`config.mk`:
```
export PLATFORM = sky130hd
export DESIGN_NAME = if_fetch_stage
export DESIGN_NICKNAME = d
export VERILOG_FILES = /design/src/rtl/kgp_if_pkg.sv /design/src/rtl/if_fetch_stage_fetch_queue.sv /design/src/rtl/if_fetch_stage.sv
export SDC_FILE = /design/constraint.sdc
export NUM_CORES = 1
export LEC_CHECK = 0
export BUFFER_PORTS_ARGS = -buffer_cell sky130_fd_sc_hd__buf_2
export CAP_MARGIN = 5
export CORE_UTILIZATION = 49
export CTS_CLUSTER_SIZE = 25
export DETAILED_ROUTE_END_ITERATION = 6
export MAX_ROUTING_LAYER = met4
export PLACE_DENSITY = 0.76
export SLEW_MARGIN = 10
export SYNTH_ARGS = -nofsm -noshare
export SYNTH_HDL_FRONTEND = slang
export SYNTH_SLANG_ARGS = --single-unit
export TNS_END_PERCENT = 10
```
`constraint.sdc`:
```
create_clock -name clk_i -period 3.3 [get_ports clk_i]
set_input_delay 0.165 -clock clk_i [delete_from_list [all_inputs] [get_ports clk_i]]
set_output_delay 0.165 -clock clk_i [all_outputs]
set_load 0.02 [all_outputs]
```
`src/rtl/kgp_if_pkg.sv`:
```
// Shared types and constants for the KGP_RISC instruction-fetch stage.
package kgp_if_pkg;

    localparam int PC_W     = 8;
    localparam int INSTR_W  = 32;
    localparam int FQ_DEPTH = 2;

    localparam logic [INSTR_W-1:0] NOP_INSTR = '0;

    typedef enum logic [1:0] {
        FETCH,
        WAIT_ACK,
        DISCARD
    } fetch_state_e;

    typedef struct packed {
        logic [INSTR_W-1:0] instr;
        logic [PC_W-1:0]    npc;
    } fq_entry_t;

endpackage

```
`src/rtl/if_fetch_stage_fetch_queue.sv`:
```
// Small synchronous FIFO of fetched {instr, npc} entries with flush and a combinational head.
module fetch_queue
    import kgp_if_pkg::*;
#(
    parameter int DEPTH = 2,
    parameter int CNT_W = $clog2(DEPTH + 1)
) (
    input  logic             clk_i,
    input  logic             rst_ni,
    input  logic             flush_i,
    input  logic             push_i,
    input  fq_entry_t        push_data_i,
    input  logic             pop_i,
    output fq_entry_t        head_o,
    output logic [CNT_W-1:0] count_o
);

    localparam int PTR_W = (DEPTH > 1) ? $clog2(DEPTH) : 1;
    localparam logic [PTR_W-1:0] LAST_PTR = PTR_W'(DEPTH - 1);

    fq_entry_t        mem_q [DEPTH];
    logic [PTR_W-1:0] wr_ptr_q, wr_ptr_d;
    logic [PTR_W-1:0] rd_ptr_q, rd_ptr_d;
    logic [CNT_W-1:0] count_q, count_d;
    logic             do_push, do_pop;

    // A pop frees a slot in the same cycle, so push into a full queue is legal then.
    assign do_pop  = pop_i && (count_q != '0) && !flush_i;
    assign do_push = push_i && !flush_i && ((count_q != CNT_W'(DEPTH)) || do_pop);

    always_comb begin
        wr_ptr_d = wr_ptr_q;
        rd_ptr_d = rd_ptr_q;
        count_d  = count_q;
        if (flush_i) begin
            wr_ptr_d = '0;
            rd_ptr_d = '0;
            count_d  = '0;
        end else begin
            if (do_push) begin
                wr_ptr_d = (wr_ptr_q == LAST_PTR) ? '0 : wr_ptr_q + PTR_W'(1);
            end
            if (do_pop) begin
                rd_ptr_d = (rd_ptr_q == LAST_PTR) ? '0 : rd_ptr_q + PTR_W'(1);
            end
            count_d = count_q + CNT_W'(do_push) - CNT_W'(do_pop);
        end
    end

    always_ff @(posedge clk_i or negedge rst_ni) begin
        if (!rst_ni) begin
            wr_ptr_q <= '0;
            rd_ptr_q <= '0;
            count_q  <= '0;
        end else begin
            wr_ptr_q <= wr_ptr_d;
            rd_ptr_q <= rd_ptr_d;
            count_q  <= count_d;
        end
    end

    always_ff @(posedge clk_i) begin
        if (do_push) begin
            mem_q[wr_ptr_q] <= push_data_i;
        end
    end

    assign head_o  = mem_q[rd_ptr_q];
    assign count_o = count_q;

endmodule

```
`src/rtl/if_fetch_stage.sv`:
```
// KGP_RISC instruction-fetch stage: PC, imem req/ack handshake, redirect/stall handling,
// and presentation of the fetch-queue head to IF/ID.
module if_fetch_stage
    import kgp_if_pkg::*;
#(
    parameter logic [PC_W-1:0] RESET_PC = 8'h00
) (
    input  logic               clk_i,
    input  logic               rst_ni,
    output logic               imem_req_o,
    output logic [PC_W-1:0]    imem_addr_o,
    input  logic               imem_ack_i,
    input  logic [INSTR_W-1:0] imem_rdata_i,
    input  logic               redirect_i,
    input  logic [PC_W-1:0]    redirect_pc_i,
    input  logic               stall_i,
    output logic [INSTR_W-1:0] instr_out_o,
    output logic [PC_W-1:0]    npc_out_o,
    output logic               instr_valid_o
);

    localparam int CNT_W = $clog2(FQ_DEPTH + 1);

    fetch_state_e     state_q, state_d;
    logic [PC_W-1:0]  fetch_pc_q, fetch_pc_d;
    logic [PC_W-1:0]  addr_q, addr_d;
    logic             run_q;
    logic             req, push, pop, has_room, present;
    logic [PC_W-1:0]  addr;
    logic [CNT_W-1:0] count;
    fq_entry_t        head, push_entry;

    assign pop        = (count != '0) && !stall_i && !redirect_i;
    assign has_room   = (count < CNT_W'(FQ_DEPTH)) || pop;
    assign push_entry = '{instr: imem_rdata_i, npc: addr + PC_W'(1)};

    always_comb begin
        state_d    = state_q;
        fetch_pc_d = fetch_pc_q;
        addr_d     = addr_q;
        addr       = addr_q;
        req        = 1'b0;
        push       = 1'b0;
        unique case (state_q)
            FETCH: begin
                addr = fetch_pc_q;
                // run_q keeps the request low until the first edge after reset release.
                if (run_q && has_room && !redirect_i) begin
                    req = 1'b1;
                    if (imem_ack_i) begin
                        push       = 1'b1;
                        fetch_pc_d = fetch_pc_q + PC_W'(1);
                    end else begin
                        state_d = WAIT_ACK;
                        addr_d  = fetch_pc_q;
                    end
                end
            end
            WAIT_ACK: begin
                req = 1'b1;
                if (imem_ack_i) begin
                    push       = 1'b1;
                    fetch_pc_d = fetch_pc_q + PC_W'(1);
                    state_d    = FETCH;
                end
            end
            DISCARD: begin
                req = 1'b1;
                if (imem_ack_i) begin
                    state_d = FETCH;
                end
            end
            default: state_d = FETCH;
        endcase

        // Old-path data acked now is dropped; an unacked request must still be drained.
        if (redirect_i) begin
            push       = 1'b0;
            fetch_pc_d = redirect_pc_i;
            state_d    = (req && !imem_ack_i) ? DISCARD : FETCH;
        end
    end

    always_ff @(posedge clk_i or negedge rst_ni) begin
        if (!rst_ni) begin
            state_q    <= FETCH;
            fetch_pc_q <= RESET_PC;
            addr_q     <= RESET_PC;
            run_q      <= 1'b0;
        end else begin
            state_q    <= state_d;
            fetch_pc_q <= fetch_pc_d;
            addr_q     <= addr_d;
            run_q      <= 1'b1;
        end
    end

    fetch_queue #(
        .DEPTH (FQ_DEPTH)
    ) u_fetch_queue (
        .clk_i       (clk_i),
        .rst_ni      (rst_ni),
        .flush_i     (redirect_i),
        .push_i      (push),
        .push_data_i (push_entry),
        .pop_i       (pop),
        .head_o      (head),
        .count_o     (count)
    );

    assign present = (count != '0) && !redirect_i;

    always_comb begin
        instr_out_o   = NOP_INSTR;
        npc_out_o     = '0;
        instr_valid_o = present;
        if (present) begin
            instr_out_o = head.instr;
            npc_out_o   = head.npc;
        end
    end

    assign imem_req_o  = req;
    assign imem_addr_o = addr;

endmodule

```
==> results by group, run 1 <==
Run status
  • Outcome: finished with violations
  • Failing checks: design-rule violations

Layout
  • Fin util: 0.632
  • Ant diodes: 0
  • Layout Nets: 493
  • Final instance area: 5590 sq um
  • Layout cells sized above 1: 0.307
  • Area Growth Syn to Fin: 23.5%

Synth
  • Syn_nets: 374
  • Synth area leader: edfxtp_1
  • Main combinational cell family by area after synthesis: multiplexers
  • Post-synthesis adder-cell area fraction: 0.0193
  • Cells after synthesis: 322
  • Top-area cell type share of the netlist area: 0.531
  • Largest cells by area after synthesis: edfxtp_1 53%, dfrtp_1 13%, mux2i_1 10%
  • Post-synth EDFFs: 80
  • Synth Area in Compound Gates: 0.0459
  • YS warnings: 0
  • Synth Flop Type: edfxtp_1
  • Flops & latches, synth: 103
  • Synth Area in Simple Gates: 0.0823
  • Mux share of post-synthesis cell area: 0.137
  • Synth cell types: 42
  • Avg Inst Size Synth: 14.1 sq um
  • Synth Cell Area: 4530 sq um
  • Post-synthesis async set-or-reset flop share: 0.223
  • Post-synthesis sequential area ratio: 0.658
  • Xor-xnor portion of the synthesized cell area: 0.0290

Clocking
  • Clock transition at the registers of the reported paths: 0.10 ns
  • Clk root buf: clkbuf_8
  • CTS Buf Count: 9
  • Clock Latency Late Sink: 0.35 ns
  • Post-CTS setup buffer count: 0
  • Clock buffer depth: 2
  • Clock Sinks: 103
  • CTS tree: built
  • H-tree Lvls: 3

Route
  • Post-DR wirelength/cell: 15.5 um
  • Post-route ant nets: 0
  • DRC violations left: 9
  • Via count: 2847
  • Drt via density: 5.14
  • Initial DRT Pass Iterations: 7
  • DRT iter0 DRCs: 100
  • Routed WL: 8590 um

Placed design
  • GPL Wtd Cong: 0.829
  • Post-DP HPWL: 5450 um
  • Number of I/O port buffers: 94
  • Post-DP Area: 5120 sq um

Worst setup path
  • Crit path required time: 3.52 ns
  • Critical path class: reg2reg
  • CP startpoint kind: flop
  • Critical Path AT: 2.54 ns
  • Worst setup EP type: flop
  • Crit-path max FO: 42

Timing
  • Count of final setup violators: 0
  • Final worst path period share: 0.702
  • Slew HR: 0.344
  • Max Fclk: 431 MHz
  • Skew final: 0.0157 ns
  • Hold Slack: 0.0156 ns
  • Fin. Hold Viols: 0
  • Fin crit period: 2.32 ns
  • Worst slew pin tran: 0.981 ns
  • Slew Limit Fails: 0
  • Fin Setup TNS: 0 ns
  • RSZ-0062 raised after global routing: false

GRT
  • First-pass GRT wire length: 13900 um
  • Number of global-route vias before repair: 2871
  • Initial antenna violation count: 0
  • Grt ovf: 0
  • Largest net degree at the start of global routing: 43
  • Total Routing Usage GR: 0.194

Floorplanning
  • Core ar.: 8850 sq um
  • Die ar.: 9630 sq um
  • Die height: 98.1 um
  • Die outline width: 98.1 um
  • Site Rows: 34
  • Io pins: 95
  • Initial Util: 0.512

Pwr
  • Leak: 2.23 nW
  • Pwr dens: 552 nW/um^2
  • Total power: 3.09 mW
  • Maximum vdd drop: 273 uV

Run
  • Max Cap Violations: 0

Hold path
  • HP Class: in2reg
-- final cells by class --
type                       count  area (sq um)
clock buffer                  10           128
clock inverter                 6          55.1
fill                         651          3260
inverter                      10          37.5
multi-input combinational    190          1440
sequential                   103          2980
tap                          108           135
timing repair buffer         127           816
-- critical path, cell delays in order, from the launching register on --
cell      delay (ns)
dfrtp_1         0.46
o21bai_4        0.78
nor2_1          0.16
ha_1            0.33
inv_1           0.04
ha_1            0.19
xnor2_1         0.18
nor2_1          0.06
-- logic make-up (layout without fill, tap and decap cells) --
logic type | after synthesis | count (layout)
AO/OA/AOI/OAI | 26 | 26
XOR/XNOR | 15 | 15
adder cells (fa/ha/maj) | 7 | 7
buffers and inverters | 29 | 153
flip-flops | 103 | 103
multiplexers | 60 | 60
other | 1 | 1
AND/OR/NAND/NOR | 81 | 81
-- per-layer routing --
layer / vias up / GRT usage / routed length, um
met2: 84 / 0.326 / 4230
met1: 1366 / 0.242 / 3880
li1: 1389 / - / -
met5: - / - / 0
met3: 8 / 0.0372 / 376
met4: 0 / 0.0505 / 98
-- power by group --
group	switching (mW)	internal (mW)
clock network	0.436	0.288
registers	0.0977	1.54
logic	0.413	0.310
-- registers in the layout (all words and copies together) (netlist names) --
name and cells:
u_fetch_queue.rd_ptr_q 1, addr_q 8, fetch_pc_q 8, state_q 2, u_fetch_queue.count_o 2, u_fetch_queue.wr_ptr_q 1, run_q 1, u_fetch_queue.mem_q 80
-- synthesized netlist by cell type (6+ instances only) --
master,count
nand2_1,13
edfxtp_1,80
mux2i_1,46
nor2_1,45
o21ai_0,9
buf_2,6
clkbuf_1,10
ha_1,7
mux2_2,14
inv_1,10
dfrtp_1,23
xnor2_1,10
-- path summary, 6_finish.rpt --
check                                                        start                                  to  slack [ns]  cells after the start
worst min-delay path                              redirect_pc_i[4]           fetch_pc_q[4]$_DFFE_PN0P_        0.02                      3
min in group asynchronous                                   rst_ni              state_q[1]$_DFFE_PN0P_        0.32                      2
worst max-delay path            u_fetch_queue.count_o[1]$_DFF_PN0_  u_fetch_queue.count_o[1]$_DFF_PN0_        0.98                      7
max in group asynchronous                                   rst_ni  u_fetch_queue.rd_ptr_q$_DFFE_PN0P_        2.59                      2
worst max register to register  u_fetch_queue.count_o[1]$_DFF_PN0_  u_fetch_queue.count_o[1]$_DFF_PN0_        0.98                      7
worst min register to register               addr_q[7]$_DFFE_PN0P_               addr_q[7]$_DFFE_PN0P_        0.52                      1
-- through the flow --
| stage | setup WS, ns | instances |
|---|---|---|
| 2_1_floorplan | 0.511 | 322 |
| 3_3_place_gp | 1.05 | 509 |
| 3_5_place_dp | 0.989 | 509 |
| 4_1_cts | 0.964 | 550 |
| 5_1_grt | 0.809 | 554 |
| 6_report | 0.982 | 554 |
-- cells in the final DEF, fill, tap and decap left out, types with 2 or more instances in the layout --
master / Yosys / routed
buf_12: 0 / 2
ha_1: 7 / 7
buf_4: 1 / 2
o21ai_1: 2 / 2
o21ai_0: 9 / 9
edfxtp_1: 80 / 80
mux2_2: 14 / 14
clkinv_4: 0 / 4
nand2b_1: 5 / 5
dfrtp_1: 23 / 22
buf_2: 6 / 94
a211oi_1: 3 / 3
mux2i_1: 46 / 46
clkbuf_8: 0 / 9
a2111oi_2: 2 / 2
nand3_1: 5 / 5
inv_1: 10 / 10
nand2_1: 13 / 13
nand4_1: 3 / 3
nor2_1: 45 / 45
xor2_1: 5 / 5
xnor2_1: 10 / 10
dlygate4sd3_1: 0 / 29
-- what timing repair did --
action / 4_1_cts / 5_1_grt
hold buffers: 25 / 4
endpoints found under the hold margin: 69 / 7
resized for setup: 0 / 0
Power figures use the tool's default switching activity.
==> run 2, diff against run 1 <==
CORE_UTILIZATION = 54   (was 49)
PLACE_DENSITY = 0.79   (was 0.76)
clock period = 2.15 ns   (was 3.3 ns; I/O delays follow)
==> results by group, run 2 (synthesis results as in run 1) <==
Layout
  • Biggest register: u_fetch_queue.mem_q (unchanged)
  • Max FFs per register: 80 (unchanged)
  • Ant diodes: 0 (unchanged)
  • Fillers: 564 (was 651)
  • Largest regs: u_fetch_queue.mem_q x80, addr_q x8, fetch_pc_q x8 (unchanged)
  • Layout cells sized above 1: 0.317 (was 0.307)
  • Commonest non-fill, non-tap cell in the layout: buf_2 (unchanged)
  • Most frequent cells in the layout: 94 x buf_2, 80 x edfxtp_1, 45 x nor2_1 (was 94 x buf_2, 80 x edfxtp_1, 46 x mux2i_1)
  • Layout Nets: 510 (was 493)
  • Non-Filler Instances: 568 (was 554)
  • Area Growth Syn to Fin: 28.5% (was 23.5%)
  • Fin util: 0.712 (was 0.632)

GRT
  • Initial antenna violation count: 0 (unchanged)
  • Number of global-route vias before repair: 2908 (was 2871)
  • Grt ovf: 0 (unchanged)
  • Largest net degree at the start of global routing: 42 (was 43)
  • Total Routing Usage GR: 0.214 (was 0.194)
  • First-pass GRT wire length: 13700 um (was 13900 um)

Placed design
  • Placed cells: 511 (was 509)
  • Number of I/O port buffers: 94 (unchanged)
  • GPL Wtd Cong: 0.834 (was 0.829)
  • Post-DP HPWL: 5470 um (was 5450 um)

Worst setup path
  • Most frequent CP cell: inv_1
  • CP Buf/Inv Count: 5 (was 1)
  • Critical Path AT: 1.90 ns (was 2.54 ns)
  • Crit-path max FO: 25 (was 42)
  • Slowest stage delay, CP: 0.44 ns (was 0.78 ns)
  • CP delay by family, top: buffers and inverters (was compound AO/OA/AOI/OAI gates)
  • Worst r2r dst: u_fetch_queue.mem_q[0][6]$_DFFE_PP_ (was u_fetch_queue.count_o[1]$_DFF_PN0_)
  • CP Cell Sequence: inv_1 > ha_4 > buf_12 > mux2i_2 > buf_4 > inv_1 > buf_2 (was o21bai_4 > nor2_1 > ha_1 > inv_1 > ha_1 > xnor2_1 > nor2_1)
  • Worst r2r src: state_q[0]$_DFFE_PN0P_ (was u_fetch_queue.count_o[1]$_DFF_PN0_)
  • Worst setup EP type: output pin (was flop)
  • Reg2Reg Depth: 8 (was 7)
  • Reg-to-reg setup timing slack: 0.18 ns (was 0.98 ns)
  • CP startpoint kind: flop (unchanged)
  • Crit path required time: 2.04 ns (was 3.52 ns)
  • Critical-path top delay cell: dfrtp_1 (was o21bai_4)
  • Critical path class: reg2out (was reg2reg)

Timing
  • Worst slew pin tran: 0.538 ns (was 0.981 ns)
  • Fin crit period: 2.00 ns
  • Final worst path period share: 0.932
  • RSZ-0062 raised after global routing: false (unchanged)
  • Count of final setup violators: 0 (unchanged)
  • Slew HR: 0.642 (was 0.344)
  • Skew final: 0.00797 ns (was 0.0157 ns)
  • Fin. Hold Viols: 0 (unchanged)
  • Max Fclk: 499 MHz
  • Slew Limit Fails: 0 (unchanged)

Floorplanning
  • Initial Util: 0.554 (was 0.512)
  • Site Rows: 33 (was 34)
  • Die ar.: 8760 sq um (was 9630 sq um)
  • Die height: 93.6 um (was 98.1 um)
  • Die outline width: 93.6 um (was 98.1 um)
  • Core ar.: 8180 sq um (was 8850 sq um)
  • Io pins: 95 (unchanged)

Pwr
  • Leak: 2.31 nW (was 2.23 nW)
  • Pwr dens: 838 nW/um^2 (was 552 nW/um^2)
  • Maximum vdd drop: 474 uV (was 273 uV)

Clocking
  • Clock transition at the registers of the reported paths: 0.10 ns (about the same)
  • Clock Latency Late Sink: 0.37 ns (was 0.35 ns)
  • H-tree Lvls: 3 (unchanged)
  • Clock buffer depth: 2 (unchanged)
  • CTS Buf Count: 9 (unchanged)
  • Clk root buf: clkbuf_8 (unchanged)
  • Clock Sinks: 103 (unchanged)
  • CTS tree: built (unchanged)

Hold path
  • HP Class: in2reg (unchanged)
  • HP Start: stall_i (was redirect_pc_i[4])
  • Hold Path End: u_fetch_queue.rd_ptr_q$_DFFE_PN0P_ (was fetch_pc_q[4]$_DFFE_PN0P_)
  • Hold Path Stages: 3 (unchanged)

Route
  • DRC violations left: 0 (was 9)
  • Post-DR wirelength/cell: 15.3 um (was 15.5 um)
  • Via count: 2964 (was 2847)
  • Initial DRT Pass Iterations: 4 (was 7)
  • Post-route ant nets: 0 (unchanged)
  • Routed WL: 8660 um (was 8590 um)
  • DRT iter0 DRCs: 107 (was 100)
  • Drt via density: 5.22 (was 5.14)

Run
  • Max Cap Violations: 0 (unchanged)

Run status
  • Outcome: finished, final reports clean (was finished with violations)
## run 2: routing by layer
metal  share of wire  GRT usage  vias up
li1                -          -     1425
met1            0.42      0.261     1435
met2            0.50      0.354       90
met3           0.056     0.0358       14
met4           0.018     0.0962        0
met5               0          -        -
## run 2: final cells by class
type / count / area (sq um) / area share
clock inverters: 6 / 57.6 / 0.00989
multi-input cells: 190 / 1490 / 0.255
inverters: 10 / 37.5 / 0.00645
flip-flops and latches: 103 / 2980 / 0.512
well taps: 105 / 131 / 0.0226
repair buffers: 144 / 998 / 0.172
clock buffers: 10 / 128 / 0.0219
## run 2: metrics by stage
step / power, mW / setup WS, ns / setup TNS (ns) / cell area [sq um] / hold WS, ns
CTS: 4.88 / 0.0170 / 0 / 5790 / 0.0455
finish: 4.87 / 0.147 / 0 / 5820 / 0.0619
global placement: 3.64 / 0.180 / 0 / 5190 / 0.110
global route: 5.13 / 0.00883 / 0 / 5820 / 0.0632
floorplan: 3.32 / -0.0939 / -3.84 / 4570 / -0.188
detailed placement: 3.68 / 0.108 / 0 / 5190 / 0.112
## run 2: repair_timing
| item | CTS | global route |
|---|---|---|
| hold buffers | 41 | 0 |
| setup endpoints to repair | 1 | 5 |
| endpoints found under the hold margin | 95 | 0 |
| setup buffers | 0 | 0 |
| gates resized for setup | 1 | 5 |
## run 2: worst min-delay path, stage by stage
cell,delay (ns)
buf_2,0.11
nor2_1,0.07
mux2i_1,0.11
## run 2: where the power goes
| part | total (mW) | internal (mW) | leakage, nW | switching (mW) |
|---|---|---|---|---|
| Sequential | 2.50 | 2.36 | 1.01 | 0.140 |
| Clock | 1.14 | 0.455 | 0.0961 | 0.690 |
| Combinational | 1.23 | 0.552 | 1.21 | 0.674 |
## run 2: worst max-delay path by stage
stage	start	endpoint	slack, ns	cells after the start
after floorplan	state_q[0]$_DFFE_PN0P_	u_fetch_queue.mem_q[0][0]$_DFFE_PP_	-0.09	6
after global placement	state_q[0]$_DFFE_PN0P_	u_fetch_queue.mem_q[1][6]$_DFFE_PP_	0.18	7
after detailed placement	state_q[0]$_DFFE_PN0P_	addr_q[7]$_DFFE_PN0P_	0.11	7
after CTS	state_q[0]$_DFFE_PN0P_	imem_addr_o[5]	0.02	7
after global routing	state_q[0]$_DFFE_PN0P_	imem_addr_o[5]	0.009	7
final	state_q[0]$_DFFE_PN0P_	imem_addr_o[5]	0.15	7
==> run 3, diff against run 2 <==
CORE_ASPECT_RATIO = 1.5   (was unset)
CTS_CLUSTER_SIZE = unset   (was 25)
==> results by group, run 3 (synthesis results as in run 1) <==
Placed design
  • Number of I/O port buffers: 94 (unchanged)
  • Post-DP Area: 5210 sq um (was 5190 sq um)
  • GPL Wtd Cong: 0.833 (was 0.834)
  • Post-DP HPWL: 5510 um (was 5470 um)

Timing
  • Worst slew pin tran: 0.532 ns (was 0.538 ns)
  • Skew final: 0.00708 ns (was 0.00797 ns)
  • Hold Slack: 0.117 ns (was 0.0619 ns)
  • Slew Limit Fails: 0 (unchanged)
  • Fin Setup TNS: 0 ns (unchanged)
  • RSZ-0062 raised after global routing: false (unchanged)
  • Final worst path period share: 0.944 (was 0.932)
  • Count of final setup violators: 0 (unchanged)
  • Slew HR: 0.645 (was 0.642)
  • Max Fclk: 493 MHz (was 499 MHz)
  • Fin crit period: 2.03 ns (was 2.00 ns)
  • Fin. Hold Viols: 0 (unchanged)

Layout
  • Layout Nets: 513 (was 510)
  • Layout cells sized above 1: 0.318 (was 0.317)
  • Ant diodes: 0 (unchanged)
  • Largest regs: u_fetch_queue.mem_q x80, addr_q x8, fetch_pc_q x8 (unchanged)
  • Commonest non-fill, non-tap cell in the layout: buf_2 (unchanged)
  • Max FFs per register: 80 (unchanged)
  • Final instance area: 5930 sq um (was 5820 sq um)
  • Area Growth Syn to Fin: 30.9% (was 28.5%)
  • Biggest register: u_fetch_queue.mem_q (unchanged)
  • Most frequent cells in the layout: 94 x buf_2, 80 x edfxtp_1, 45 x nor2_1 (unchanged)

Floorplanning
  • Io pins: 95 (unchanged)
  • Die height: 114 um (was 93.6 um)
  • Die ar.: 8760 sq um (about the same)
  • Die outline width: 76.8 um (was 93.6 um)
  • Core ar.: 8060 sq um (was 8180 sq um)
  • Initial Util: 0.562 (was 0.554)
  • Site Rows: 40 (was 33)

Run status
  • Outcome: finished, final reports clean (unchanged)

Route
  • Drt via density: 5.22 (about the same)
  • DRC violations left: 0 (unchanged)
  • Via count: 2978 (was 2964)
  • Post-DR wirelength/cell: 15.7 um (was 15.3 um)
  • DRT iter0 DRCs: 164 (was 107)
  • Routed WL: 8980 um (was 8660 um)
  • Post-route ant nets: 0 (unchanged)
  • Initial DRT Pass Iterations: 5 (was 4)

Worst setup path
  • Crit-path max FO: 10 (was 25)
  • Critical path class: reg2reg (was reg2out)
  • Critical Path AT: 2.10 ns (was 1.90 ns)
  • Crit path required time: 2.22 ns (was 2.04 ns)
  • CP startpoint kind: flop (unchanged)
  • Worst setup EP type: flop (was output pin)

GRT
  • Grt ovf: 0 (unchanged)
  • First-pass GRT wire length: 14100 um (was 13700 um)
  • Largest net degree at the start of global routing: 42 (unchanged)
  • Total Routing Usage GR: 0.221 (was 0.214)
  • Number of global-route vias before repair: 2969 (was 2908)
  • Initial antenna violation count: 0 (unchanged)

Run
  • Max Cap Violations: 0 (unchanged)

Hold path
  • HP Class: in2reg (unchanged)

Clocking
  • Clock Latency Late Sink: 0.33 ns (was 0.37 ns)
  • Clk root buf: clkbuf_16 (was clkbuf_8)
  • Post-CTS setup buffer count: 0 (unchanged)
  • Clock Sinks: 103 (unchanged)
  • CTS Buf Count: 9 (unchanged)
  • Clock buffer depth: 2 (unchanged)
  • H-tree Lvls: 3 (unchanged)
  • CTS tree: built (unchanged)
  • Clock transition at the registers of the reported paths: 0.07 ns (was 0.10 ns)

Pwr
  • Pwr dens: 892 nW/um^2 (was 838 nW/um^2)
  • Maximum vdd drop: 570 uV (was 474 uV)
  • Leak: 2.37 nW (was 2.31 nW)
  • Total power: 5.29 mW (was 4.87 mW)
==> run 3: metrics by stage <==
step / setup slack, ns / std cells / utilization
after floorplan: -0.0939 / 322 / -
after global placement: 0.154 / 514 / 0.647
after detailed placement: 0.0636 / 514 / 0.647
after CTS: 0.0652 / 571 / 0.735
after global routing: 0.00479 / 571 / 0.736
final: 0.120 / 571 / 0.736
==> run 3: worst max-delay path, cell delays in order, from the launching register on <==
cell	delay, ns
dfrtp_1	0.42
inv_1	0.11
ha_4	0.23
mux2i_2	0.28
inv_1	0.09
ha_1	0.22
o21ai_0	0.14
nor3_1	0.10
xor2_1	0.17
==> run 3: metal layers <==
layer  track usage  part of all wire  vias up
li1              -                 -     1439
met1         0.248              0.39     1446
met2         0.373              0.55       79
met3        0.0398             0.034       14
met4         0.118             0.024        0
met5             -                 0        -
==> run 3: path summary, 6_finish.rpt <==
check,startpoint,endpoint,slack (ns),depth (start not counted)
worst max register to register,state_q[0]$_DFFE_PN0P_,u_fetch_queue.mem_q[1][6]$_DFFE_PP_,0.12,8
worst min register to register,addr_q[7]$_DFFE_PN0P_,addr_q[7]$_DFFE_PN0P_,0.52,1
worst min-delay path,redirect_i,state_q[0]$_DFFE_PN0P_,0.12,2
min in group asynchronous,rst_ni,u_fetch_queue.count_o[1]$_DFF_PN0_,0.28,2
worst max-delay path,state_q[0]$_DFFE_PN0P_,u_fetch_queue.mem_q[1][6]$_DFFE_PP_,0.12,8
max in group asynchronous,rst_ni,u_fetch_queue.rd_ptr_q$_DFFE_PN0P_,1.48,2
==> run 3: timing repair <==
action	4_1_cts	5_1_grt
hold buffers	41	0
endpoints found under the setup margin	1	3
hold endpoints to repair	95	0
gates resized for setup	2	2
==> run 3: where the power goes <==
part | leakage, nW | internal [mW] | switching (mW)
clock network | 0.141 | 0.892 | 0.636
logic | 1.22 | 0.555 | 0.683
registers | 1.01 | 2.37 | 0.155
total | 2.37 | 3.81 | 1.47
==> run 3: final cells by class <==
class	count	area [sq um]
Timing Repair Buffer	147	1010
Clock buffer	11	233
Fill cell	521	2130
Inverter	10	37.5
Multi-Input combinational cell	190	1490
Sequential cell	103	2980
Clock inverter	5	48.8
Tap cell	105	131
